File: config.mk
export PLATFORM = sky130hd
export DESIGN_NAME = am386sx_bus_initiator
export DESIGN_NICKNAME = d
export VERILOG_FILES = /design/src/rtl/am386sx_bus_initiator.sv
export SDC_FILE = /design/constraint.sdc
export NUM_CORES = 1
export LEC_CHECK = 0
export ABC_AREA = 1
export BUFFER_PORTS_ARGS = -buffer_cell sky130_fd_sc_hd__buf_2
export CORE_MARGIN = 3
export CORE_UTILIZATION = 43
export DETAILED_ROUTE_END_ITERATION = 6
export MAX_ROUTING_LAYER = met4
export PLACE_DENSITY = 0.76
export SYNTH_ARGS = -nofsm -noshare
export SYNTH_HDL_FRONTEND = slang
export SYNTH_SLANG_ARGS = --single-unit
export TNS_END_PERCENT = 20
File: constraint.sdc
create_clock -name clk -period 1.42 [get_ports clk]
set_input_delay 0 -clock clk [delete_from_list [all_inputs] [get_ports clk]]
set_output_delay 0 -clock clk [all_outputs]
set_load 0.03 [all_outputs]
File: src/rtl/am386sx_bus_initiator.sv
// Am386SX-compatible local-bus initiator: single commands in, non-pipelined
// 386SX bus cycles out (T1/T2 at CLK2 rate), completed on READY# or timeout.
// Ports:
//   clk, reset                  CLK2-rate clock, synchronous active-high reset
//   cmd_*                       command handshake and fields (valid/ready)
//   rsp_valid/rdata/timeout     one-clock completion pulse with read data
//   ads_n, wr, dc, mio, lock_n  bus cycle definition and strobes
//   be_n, addr, data_o/oe       byte enables, A23:A1, write data and drive enable
//   data_i, ready_n             read data and cycle termination from the bus
//   hold, hlda, bus_float       bus arbitration with another master
module am386sx_bus_initiator #(
    parameter int TIMEOUT_T = 256,
    parameter int TO_W      = 16
) (
    input  logic        clk,
    input  logic        reset,
    input  logic        cmd_valid,
    output logic        cmd_ready,
    input  logic        cmd_write,
    input  logic        cmd_mio,
    input  logic        cmd_dc,
    input  logic        cmd_lock,
    input  logic [22:0] cmd_addr,
    input  logic [1:0]  cmd_be_n,
    input  logic [15:0] cmd_wdata,
    output logic        rsp_valid,
    output logic [15:0] rsp_rdata,
    output logic        rsp_timeout,
    output logic        ads_n,
    output logic        wr,
    output logic        dc,
    output logic        mio,
    output logic        lock_n,
    output logic [1:0]  be_n,
    output logic [22:0] addr,
    output logic [15:0] data_o,
    output logic        data_oe,
    input  logic [15:0] data_i,
    input  logic        ready_n,
    input  logic        hold,
    output logic        hlda,
    output logic        bus_float
);

    typedef enum logic [2:0] {
        S_TI,
        S_T1P1,
        S_T1P2,
        S_T2P1,
        S_T2P2,
        S_TH
    } state_e;

    localparam logic [TO_W-1:0] CNT_LAST = TO_W'(TIMEOUT_T - 1);

    state_e          state_q, state_d;
    logic            wr_q, wr_d;
    logic            mio_q, mio_d;
    logic            dc_q, dc_d;
    logic            lock_q, lock_d;
    logic [22:0]     addr_q, addr_d;
    logic [1:0]      be_n_q, be_n_d;
    logic [15:0]     wdata_q, wdata_d;
    logic [TO_W-1:0] cnt_q, cnt_d;
    logic            rsp_valid_q, rsp_valid_d;
    logic            rsp_timeout_q, rsp_timeout_d;
    logic [15:0]     rsp_rdata_q, rsp_rdata_d;
    logic            in_t1, in_t2;

    always_ff @(posedge clk) begin
        if (reset) begin
            state_q       <= S_TI;
            wr_q          <= 1'b0;
            mio_q         <= 1'b0;
            dc_q          <= 1'b0;
            lock_q        <= 1'b0;
            addr_q        <= '0;
            be_n_q        <= 2'b11;
            wdata_q       <= '0;
            cnt_q         <= '0;
            rsp_valid_q   <= 1'b0;
            rsp_timeout_q <= 1'b0;
            rsp_rdata_q   <= '0;
        end else begin
            state_q       <= state_d;
            wr_q          <= wr_d;
            mio_q         <= mio_d;
            dc_q          <= dc_d;
            lock_q        <= lock_d;
            addr_q        <= addr_d;
            be_n_q        <= be_n_d;
            wdata_q       <= wdata_d;
            cnt_q         <= cnt_d;
            rsp_valid_q   <= rsp_valid_d;
            rsp_timeout_q <= rsp_timeout_d;
            rsp_rdata_q   <= rsp_rdata_d;
        end
    end

    always_comb begin
        state_d       = state_q;
        wr_d          = wr_q;
        mio_d         = mio_q;
        dc_d          = dc_q;
        lock_d        = lock_q;
        addr_d        = addr_q;
        be_n_d        = be_n_q;
        wdata_d       = wdata_q;
        cnt_d         = cnt_q;
        rsp_valid_d   = 1'b0;
        rsp_timeout_d = 1'b0;
        rsp_rdata_d   = '0;
        cmd_ready     = 1'b0;

        unique case (state_q)
            S_TI: begin
                // A locked sequence keeps the bus: HOLD waits until
                // a command without lock has run.
                if (hold && !lock_q) begin
                    state_d = S_TH;
                end else begin
                    cmd_ready = !reset;
                    if (cmd_valid) begin
                        wr_d    = cmd_write;
                        mio_d   = cmd_mio;
                        dc_d    = cmd_dc;
                        lock_d  = cmd_lock;
                        addr_d  = cmd_addr;
                        // No-byte enable is meaningless; make it a word.
                        be_n_d  = (cmd_be_n == 2'b11) ? 2'b00 : cmd_be_n;
                        wdata_d = cmd_wdata;
                        cnt_d   = '0;
                        state_d = S_T1P1;
                    end
                end
            end
            S_T1P1: state_d = S_T1P2;
            S_T1P2: state_d = S_T2P1;
            S_T2P1: state_d = S_T2P2;
            S_T2P2: begin
                if (!ready_n) begin
                    rsp_valid_d = 1'b1;
                    rsp_rdata_d = wr_q ? 16'h0000 : data_i;
                    cnt_d       = '0;
                    state_d     = S_TI;
                end else if (cnt_q == CNT_LAST) begin
                    rsp_valid_d   = 1'b1;
                    rsp_timeout_d = 1'b1;
                    cnt_d         = '0;
                    state_d       = S_TI;
                end else begin
                    cnt_d   = cnt_q + TO_W'(1);
                    state_d = S_T2P1;
                end
            end
            S_TH: begin
                if (!hold) state_d = S_TI;
            end
            default: state_d = S_TI;
        endcase
    end

    assign in_t1 = (state_q == S_T1P1) || (state_q == S_T1P2);
    assign in_t2 = (state_q == S_T2P1) || (state_q == S_T2P2);

    assign ads_n       = !in_t1;
    assign wr          = wr_q;
    assign mio         = mio_q;
    assign dc          = dc_q;
    assign lock_n      = !lock_q;
    assign be_n        = be_n_q;
    assign addr        = addr_q;
    assign data_oe     = wr_q && in_t2;
    assign data_o      = data_oe ? wdata_q : 16'h0000;
    assign hlda        = (state_q == S_TH);
    assign bus_float   = (state_q == S_TH);
    assign rsp_valid   = rsp_valid_q;
    assign rsp_timeout = rsp_timeout_q;
    assign rsp_rdata   = rsp_rdata_q;

endmodule

==> flow_summary_export.csv, run 1 <==
group,metric,value,unit
sta,slew_viol_final,0,
final_layout,syn2layout_area_growth,68.5,%
routing,final_antenna_net_count,0,
global_route,grt_util_met1,0.263,
floorplanning,rows,30,
synth,yosysWarnings,0,
hold_path,hold_path.class,"in -> reg",
synth,avgSynthCellArea,7.55,um2
synth,yosys_register_bits,82,
routing,viasPerCell,4.90,
hold_path,hold_start,"cmd_valid",
floorplanning,die_w,92.4,um
global_route,grt_use_total,0.245,
routing,dr.pass1.iters,4,
sta,setup_viol,61,
final_layout,final_nets,715,
global_route,grt_start_max_net_pins,33,
clock_network,clockRootBuffer,"clkbuf_8",
worst_setup_path,cp-start-kind,"flop",
worst_setup_path,crit_buf_inv,2,
power,finalPower,6.34,mW
synth,synthAdderAreaFrac,0.00390,
worst_setup_path,critPathMaxFanout,8,
placed_design,dp_hpwl,5.86,mm
synth,synth_seq_area_share,0.511,
synth,synth-simple-area-share,0.245,
sta,fmax,630,MHz
sta,grt_setup_unrepaired,"true",
clock_network,cts_tree,"built",
global_route,grt_pass1_wl,16.4,mm
floorplanning,start_util,0.457,
worst_setup_path,critPathSlowestCell,"dfxtp_4",
synth,synth_mux_area_frac,0.00312,
synth,syn_nets,492,
sta,worstMarginPinSlew,0.363,ns
run_status,violations,"negative setup slack",
worst_setup_path,crit_type,"reg -> out",
worst_setup_path,rr_endpoint,"wdata_q[11]$_SDFFE_PP0P_",
worst_setup_path,path_delay_family,"flip-flops",
global_route,antenna_found_initial,0,
routing,drc,0,
routing,wl_per_cell,14.7,um
sta,skew,0.0170,ns
routing,drt_iter0_drc,231,
synth,synth_top_family_by_area,"simple AND/OR/NAND/NOR gates",
synth,synthXorXnorAreaFrac,0.0273,
floorplanning,io_pins,134,
flow_run,maxCapViolations,0,
clock_network,clockBufferDepth,2,
hold_path,min_to,"be_n[1]$_SDFFE_PP1P_",
synth,synth_compound_area_frac,0.118,
worst_setup_path,reg2reg_from,"state_q[1]$_SDFFE_PP0P_",
synth,syn_area,0.00321,mm2
floorplanning,die_y,92.4,um
global_route,grt_use_met2,0.429,
sta,fin_crit_sh,1.12,
placed_design,portBuffers,133,
worst_setup_path,crit_top_cell,"nor2_2",
clock_network,clock_latency,0.36,ns
clock_network,path_clk_slew,0.10,ns
floorplanning,die_area,0.00854,mm2
placed_design,globalplace.congestion,0.860,
clock_network,cts_max_level,3,
hold_path,hold_depth,3,
clock_network,cts_buffers,9,
global_route,grt.busiest_layer,"met2",
routing,wl,11.0,mm
worst_setup_path,cp_data_arrival_time,1.59,ns
placed_design,dp_slack,-0.0885,ns
worst_setup_path,reg2reg_depth,7,
synth,synthCells,425,
sta,layout_setup_ws,-0.166,ns
worst_setup_path,cp.required,1.42,ns
sta,holdWs,0.0710,ns
sta,finalCriticalPeriod,1.59,ns
power,power_leakage,2.48,nW
sta,tns,-3.96,ns
sta,finalHoldViolCount,0,
synth,ys_types,30,
sta,relSlewSlack,0.757,
worst_setup_path,reg2reg_slack,-0.08,ns
power,irDropWorstVdd,0.771,mV
run_status,status,"finished, violations left",
final_layout,layout-drive-gt1-share,0.375,
floorplanning,core,0.00702,mm2
worst_setup_path,endpoint_kind,"output pin",
global_route,grt_pass1_vias,3681,
global_route,grt.met3_usage,0.0471,
global_route,grt_overflow,0,
worst_setup_path,cpPeakStageDelay,0.38,ns
routing,dr_total_vias,3677,
worst_setup_path,crit_chain,"nand2_1, nor2_2, o21ai_4, clkbuf_16, nor2_2, buf_6",
power,p_per_area,1170,mW/mm2
clock_network,cts_sinks,82,
## Yosys cell counts
| library cell | n | area share |
|---|---|---|
| o21ai_0 | 43 | 0.067 |
| buf_1 | 1 | 0.0012 |
| inv_1 | 49 | 0.057 |
| buf_4 | 4 | 0.0094 |
| a21boi_0 | 1 | 0.0023 |
| inv_2 | 3 | 0.0035 |
| nand3_2 | 2 | 0.0062 |
| nor2_1 | 120 | 0.14 |
| clkinv_2 | 1 | 0.0016 |
| nor3_1 | 2 | 0.0031 |
| a31oi_1 | 1 | 0.0019 |
| a21oi_1 | 25 | 0.039 |
| xnor2_1 | 1 | 0.0027 |
| nand2_1 | 37 | 0.043 |
| dfxtp_1 | 82 | 0.51 |
| nor2_2 | 1 | 0.0019 |
| o31ai_1 | 1 | 0.0023 |
| nand3_1 | 13 | 0.020 |
| mux2i_1 | 1 | 0.0031 |
| o21bai_1 | 1 | 0.0023 |
| nand4_1 | 5 | 0.0097 |
| buf_2 | 3 | 0.0047 |
| nand2_2 | 4 | 0.0078 |
| buf_6 | 1 | 0.0035 |
| ha_1 | 1 | 0.0039 |
| xor2_1 | 9 | 0.025 |
| o21ai_2 | 1 | 0.0027 |
| nand3_4 | 1 | 0.0055 |
| clkbuf_1 | 9 | 0.011 |
| nor2_4 | 2 | 0.0070 |
## logic make-up (layout without fill, tap and decap cells)
kind of cell	after synthesis	after routing
multiplexers	1	1
flip-flops	82	82
buffers and inverters	71	298
other	0	1
adder cells (fa/ha/maj)	1	1
XOR/XNOR	10	10
AO/OA/AOI/OAI	73	73
AND/OR/NAND/NOR	187	188
## where the power goes
group	leakage [nW]	switching, mW	internal, mW
Sequential	0.670	0.135	2.54
Clock	0.103	0.953	0.847
Combinational	1.70	1.16	0.709
## tightest hold or removal path, delay by kind of cell
family / cells / cell delay (ns)
buf+inv: 1 / 0.15
compound gates: 1 / 0.08
simple gates: 1 / 0.14
## per-stage QoR
step                instances   util  area, um2
floorplan                 425      -       3220
global placement          658  0.586       4110
detailed placement        658  0.586       4110
CTS                       740  0.721       5060
global route              749  0.770       5410
finish                    750  0.771       5410
## routing by layer
| metal | vias up | routed length, um |
|---|---|---|
| li1 | 1779 | - |
| met1 | 1692 | 4330 |
| met2 | 163 | 5620 |
| met3 | 43 | 655 |
| met4 | 0 | 416 |
| met5 | - | 0 |
## cells in the final DEF (no fill, tap or decap), types with 3 or more instances in the layout
cell type,synthesis,final
nand3_1,13,12
buf_12,0,3
o21ai_1,0,17
nor2_1,120,99
o21ai_0,43,14
a21oi_1,25,23
buf_6,1,18
dfxtp_1,82,76
nand2_1,37,35
o21ai_2,1,12
clkbuf_8,0,9
nand2_2,4,4
nor2_4,2,13
nand2_4,0,3
inv_1,49,48
inv_6,0,3
nor2_2,1,11
buf_4,4,28
dfxtp_2,0,5
dlygate4sd3_1,0,64
buf_2,3,115
xor2_1,9,9
nand4_1,5,5
## flip-flops by register name, summed over array words and instances, names as in the netlist
signal / count
wr: 1
dc: 1
addr: 23
mio: 1
be_n: 2
lock_q: 1
rsp_timeout: 1
cnt_q: 16
rsp_rdata: 16
wdata_q: 16
rsp_valid: 1
state_q: 3
## cell type report
type,instances,area (um2)
Multi-Input combinational cell,273,1500
Sequential cell,82,1650
Antenna cell,1,2.50
Inverter,53,210
Tap cell,96,120
Clock inverter,7,83.8
Timing Repair Buffer,229,1710
Clock buffer,9,124
Fill cell,447,1610
## worst max path at each step
| stage | startpoint | end | cells after the start |
|---|---|---|---|
| 2_1_floorplan | state_q[2]$_SDFFE_PP0P_ | state_q[0]$_SDFFE_PP0P_ | 6 |
| 3_3_place_gp | cnt_q[0]$_SDFFE_PP0P_ | cnt_q[14]$_SDFFE_PP0P_ | 8 |
| 3_5_place_dp | cnt_q[1]$_SDFFE_PP0P_ | cnt_q[13]$_SDFFE_PP0P_ | 8 |
| 4_1_cts | state_q[0]$_SDFFE_PP0P_ | data_o[13] | 7 |
| 5_1_grt | state_q[1]$_SDFFE_PP0P_ | data_o[9] | 7 |
| 6_report | state_q[1]$_SDFFE_PP0P_ | data_o[9] | 6 |
## timing repair
item                       4_1_cts  5_1_grt
hold endpoints to repair        67        0
setup endpoints to repair       63       79
hold buffers                    64        0
gates cloned                     0        2
pin swaps                        1        5
resized for setup               33      101
buffers inserted                 2        7
Power figures use the tool's default switching activity.
==> run 2, diff against run 1 <==
Settings changed: ABC_AREA 1 to not set, PLACE_DENSITY 0.76 to 0.75.
==> flow_summary_export.csv, run 2 <==
group,metric,value,unit
run_status,status,"finished, violations left",
run_status,violations,"negative setup slack",
final_layout,largest_reg_flops,23,
hold_path,hold_path.class,"in -> reg",
clock_network,clockBufferDepth,2,
sta,relSlewSlack,0.675,
final_layout,syn2layout_area_growth,76.1,%
synth,async_flop_share,0,
power,finalPower,6.81,mW
clock_network,cts_buffers,9,
sta,fmax,535,MHz
worst_setup_path,critPathMaxFanout,13,
floorplanning,core,0.00737,mm2
global_route,grt_overflow,0,
placed_design,globalplace.congestion,0.915,
sta,worstMarginPinSlew,0.482,ns
sta,layout_setup_ws,-0.450,ns
final_layout,final_common_cell,"buf_2",
worst_setup_path,reg2reg_slack,-0.36,ns
routing,dr_total_vias,4076,
final_layout,final_cell_mix,"buf_2, nand2_1, dfxtp_1",
worst_setup_path,cp-start-kind,"flop",
routing,dr.pass1.iters,5,
global_route,grt_pass1_wl,18.8,mm
sta,holdWs,0.0694,ns
floorplanning,die_y,94.0,um
synth,synth_top_flop_cell,"dfxtp_1",
routing,final_antenna_net_count,0,
synth,yosys_register_bits,82,
floorplanning,rows,31,
sta,finalHoldViolCount,0,
power,switching_power,2.51,mW
worst_setup_path,crit_type,"reg -> out",
power,p_per_area,1160,mW/mm2
final_layout,final_nets,722,
global_route,grt_start_max_net_pins,65,
floorplanning,io_pins,134,
synth,syn_nets,475,
synth,synth_seq_area_share,0.493,
power,p_int,4.30,mW
sta,setup_viol,82,
sta,tns,-14.49,ns
synth,yosysTopAreaCell,"dfxtp_1",
placed_design,placed_cells,670,
clock_network,cts_tree,"built",
routing,drc,0,
synth,syn_area,0.00333,mm2
sta,skew,0.0133,ns
routing,drt_iter0_drc,362,
worst_setup_path,endpoint_kind,"output pin",
power,swShare,0.369,
power,power_leakage,2.53,nW
floorplanning,die_w,94.0,um
placed_design,portBuffers,133,
synth,yosysMostFrequentCell,"nand2_1",
sta,fin_crit_sh,1.32,
sta,grt_setup_unrepaired,"true",
synth,synth_enable_flop_cells,0,
clock_network,clockRootBuffer,"clkbuf_8",
final_layout,antenna_cells,0,
power,irDropWorstVdd,1.13,mV
synth,synthCells,408,
synth,synth_top_area_frac,0.493,
final_layout,layout-drive-gt1-share,0.453,
sta,slew_viol_final,0,
synth,yosys-top-cells-count,"nand2_1, dfxtp_1, a21oi_1, and2_1, clkbuf_1",
placed_design,dp_slack,-0.390,ns
worst_setup_path,cp.required,1.42,ns
placed_design,dp_hpwl,6.97,mm
final_layout,final_util,0.796,
floorplanning,start_util,0.452,
synth,synth.area.top_cells,"dfxtp_1, nand2_1, a21oi_1",
flow_run,maxCapViolations,0,
power,p_clk_frac,0.237,
worst_setup_path,cp_data_arrival_time,1.87,ns
global_route,grt_use_total,0.276,
routing,wl,12.8,mm
power,seqPwrFrac,0.388,
synth,yosysWarnings,0,
synth,avgSynthCellArea,8.16,um2
routing,wl_per_cell,16.9,um
floorplanning,die_area,0.00884,mm2
placed_design,placed_cell_area,0.00454,mm2
final_layout,fin_area,0.00587,mm2
sta,finalCriticalPeriod,1.87,ns
global_route,grt_pass1_vias,3977,
clock_network,clock_latency,0.36,ns
clock_network,path_clk_slew,0.09,ns
global_route,antenna_found_initial,0,
clock_network,cts_sinks,82,
power,comb_power_share,0.375,
routing,viasPerCell,5.37,
clock_network,cts_max_level,3,
final_layout,final_cells,759,
synth,ys_types,46,
[run 2: per-layer routing]
layer  global-route usage  routed length, um  part of all wire
met5                    -                  0                 0
met3               0.0633                898             0.070
met4               0.0686                333             0.026
met2                0.487               6640              0.52
met1                0.318               4970              0.39
[run 2: worst paths after layout]
check,depth (start not counted),endpoint,startpoint
worst max-delay path,6,data_o[5],state_q[1]$_SDFFE_PP0P_
worst min-delay path,4,cnt_q[3]$_SDFFE_PP0P_,reset
worst max register to register,6,cnt_q[15]$_SDFFE_PP0P_,state_q[0]$_SDFFE_PP0P_
worst min register to register,2,addr[22]$_SDFFE_PP0P_,addr[22]$_SDFFE_PP0P_
[run 2: layout make-up]
cell class / count / area (um2)
clock buffer: 9 / 124
fill: 441 / 1500
sequential: 82 / 1660
inverter: 3 / 11.3
tap: 99 / 124
clock inverter: 7 / 60.1
timing repair buffer: 262 / 1980
multi-input combinational: 297 / 1910
[run 2: kinds of logic after synthesis]
group                    share of synthesized area
adder cells (fa/ha/maj)                    0.00376
XOR/XNOR                                   0.00263
AO/OA/AOI/OAI                                0.142
buffers and inverters                       0.0353
AND/OR/NAND/NOR                              0.320
multiplexers                               0.00338
flip-flops                                   0.493
[run 2: power by group through the flow]
stage | combinational [mW] | clock (mW) | sequential, mW
3_3_place_gp | 1.90 | 0 | 2.66
3_5_place_dp | 1.95 | 0 | 2.67
4_1_cts | 2.28 | 1.62 | 2.63
5_1_grt | 2.73 | 1.76 | 2.67
2_1_floorplan | 0.959 | 0 | 2.92
6_report | 2.55 | 1.61 | 2.65
[run 2: timing repair]
action,in CTS,in global routing
hold buffers,62,0
buffers inserted,4,6
pin swaps,8,5
gates cloned,0,1
setup endpoints to repair,83,103
endpoints found under the hold margin,63,0
resized for setup,67,55
[run 2: critical path, cell delays in order (launching register included)]
cell	delay, ns
dfxtp_2	0.34
buf_6	0.11
or3b_4	0.42
a21boi_4	0.21
buf_12	0.16
and2_1	0.15
buf_6	0.13
==> run 3, diff against run 2 <==
Settings changed: TNS_END_PERCENT 20 to 30.
==> flow_summary_export.csv, run 3 (same netlist as run 2, synthesis figures left out) <==
group,metric,value,unit
sta,slew_viol_final,0,
floorplanning,die_area,0.00884,mm2
final_layout,largest_reg_flops,23,
global_route,grt_start_max_net_pins,65,
clock_network,cts_sinks,82,
worst_setup_path,cp.required,1.42,ns
final_layout,final_util,0.812,
clock_network,clock_latency,0.37,ns
placed_design,portBuffers,133,
placed_design,globalplace.congestion,0.915,
final_layout,syn2layout_area_growth,79.8,%
final_layout,multi_input_area,0.00184,mm2
sta,relSlewSlack,0.701,
routing,dr.pass1.iters,5,
final_layout,final_cell_mix,"buf_2, nand2_1, dfxtp_1",
power,irDropWorstVdd,1.00,mV
worst_setup_path,crit_buf_inv,3,
floorplanning,io_pins,134,
floorplanning,die_w,94.0,um
worst_setup_path,crit_top_cell,"buf_6",
final_layout,final_nets,729,
routing,dr_total_vias,4269,
clock_network,clockRootBuffer,"clkbuf_8",
clock_network,path_clk_slew,0.09,ns
global_route,grt.met3_usage,0.0649,
sta,layout_setup_ws,-0.439,ns
routing,drt_iter0_drc,515,
floorplanning,core,0.00737,mm2
clock_network,cts_tree,"built",
global_route,antenna_found_initial,0,
final_layout,fin_area,0.00599,mm2
routing,drc,0,
final_layout,layout-drive-gt1-share,0.451,
hold_path,hold_path.class,"in -> reg",
sta,finalHoldViolCount,0,
floorplanning,start_util,0.452,
routing,wl_per_cell,19.0,um
worst_setup_path,critPathMaxFanout,13,
sta,finalCriticalPeriod,1.86,ns
worst_setup_path,path_delay_family,"simple AND/OR/NAND/NOR gates",
global_route,grt.busiest_layer,"met2",
worst_setup_path,crit_chain,"buf_6, or3b_4, a21boi_4, buf_12, and2_2, buf_6",
clock_network,clockBufferDepth,2,
placed_design,placed_cell_area,0.00454,mm2
worst_setup_path,cp-start-kind,"flop",
routing,viasPerCell,5.57,
worst_setup_path,cp_data_arrival_time,1.86,ns
placed_design,placed_cells,670,
final_layout,nFillCells,406,
power,p_per_area,1200,mW/mm2
worst_setup_path,cpPeakStageDelay,0.41,ns
sta,fmax,538,MHz
worst_setup_path,critPathSlowestCell,"or3b_4",
final_layout,final_cells,766,
sta,setup_viol,83,
global_route,grt_overflow,0,
clock_network,cts_buffers,9,
global_route,grt_use_total,0.286,
flow_run,maxCapViolations,0,
final_layout,seqCellArea,0.00166,mm2
floorplanning,rows,31,
worst_setup_path,endpoint_kind,"output pin",
sta,worstMarginPinSlew,0.443,ns
routing,final_antenna_net_count,0,
sta,grt_setup_unrepaired,"true",
global_route,grt_util_met1,0.316,
clock_network,cts_max_level,3,
final_layout,final_common_cell,"buf_2",
run_status,status,"finished, violations left",
placed_design,dp_hpwl,6.97,mm
sta,fin_crit_sh,1.31,
floorplanning,die_y,94.0,um
routing,wl,14.6,mm
global_route,grt_pass1_vias,4128,
final_layout,antenna_cells,0,
sta,skew,0.0176,ns
global_route,grt_use_met2,0.506,
worst_setup_path,crit_type,"reg -> out",
run_status,violations,"negative setup slack",
global_route,grt_pass1_wl,19.5,mm
power,power_leakage,2.62,nW
-- run 3: cell type report --
| type | instances | area share |
|---|---|---|
| Clock buffer | 9 | 0.0207 |
| Clock inverter | 7 | 0.0100 |
| Inverter | 3 | 0.00188 |
| Multi-Input combinational cell | 296 | 0.308 |
| Sequential cell | 82 | 0.277 |
| Tap cell | 99 | 0.0207 |
| Timing Repair Buffer | 270 | 0.362 |
-- run 3: final timing paths --
kind	from	end	slack, ns	cells past startpoint
setup reg to reg	state_q[0]$_SDFFE_PP0P_	cnt_q[11]$_SDFFE_PP0P_	-0.35	4
setup / recovery	state_q[1]$_SDFFE_PP0P_	data_o[10]	-0.44	6
hold / removal	reset	cnt_q[3]$_SDFFE_PP0P_	0.07	4
hold reg to reg	addr[22]$_SDFFE_PP0P_	addr[22]$_SDFFE_PP0P_	0.45	2
-- run 3: tightest hold or removal path, stage by stage --
cell and delay (ns):
buf_2 0.11, inv_1 0.06, nand2_1 0.09, o221ai_1 0.11
-- run 3: repair_timing --
action	in CTS	in global routing
endpoints found under the setup margin	83	103
buffers inserted	10	2
gates cloned	0	6
hold buffers	62	0
pin swaps	22	9
hold endpoints to repair	63	0
resized for setup	89	38
-- run 3: routing by layer --
metal  wire [um]  part of all wire
met5           0                 0
met2        7420              0.51
met3        1230             0.085
met1        5240              0.36
met4         667             0.046
-- run 3: through the flow --
stage	worst slack [ns]	hold WS [ns]	total power [mW]	TNS [ns]
after floorplan	-0.272	0.0971	3.88	-7.14
after global placement	-0.312	0.199	4.56	-6.88
after detailed placement	-0.390	0.204	4.62	-8.96
after CTS	-0.434	0.0665	6.60	-12.55
after global routing	-0.492	0.0972	7.46	-26.75
final	-0.439	0.0667	7.19	-21.03
-- run 3: where the power goes --
group	switching (mW)	internal, mW	total, mW
Combinational	1.60	1.31	2.91
Clock	0.967	0.669	1.64
Sequential	0.126	2.53	2.65
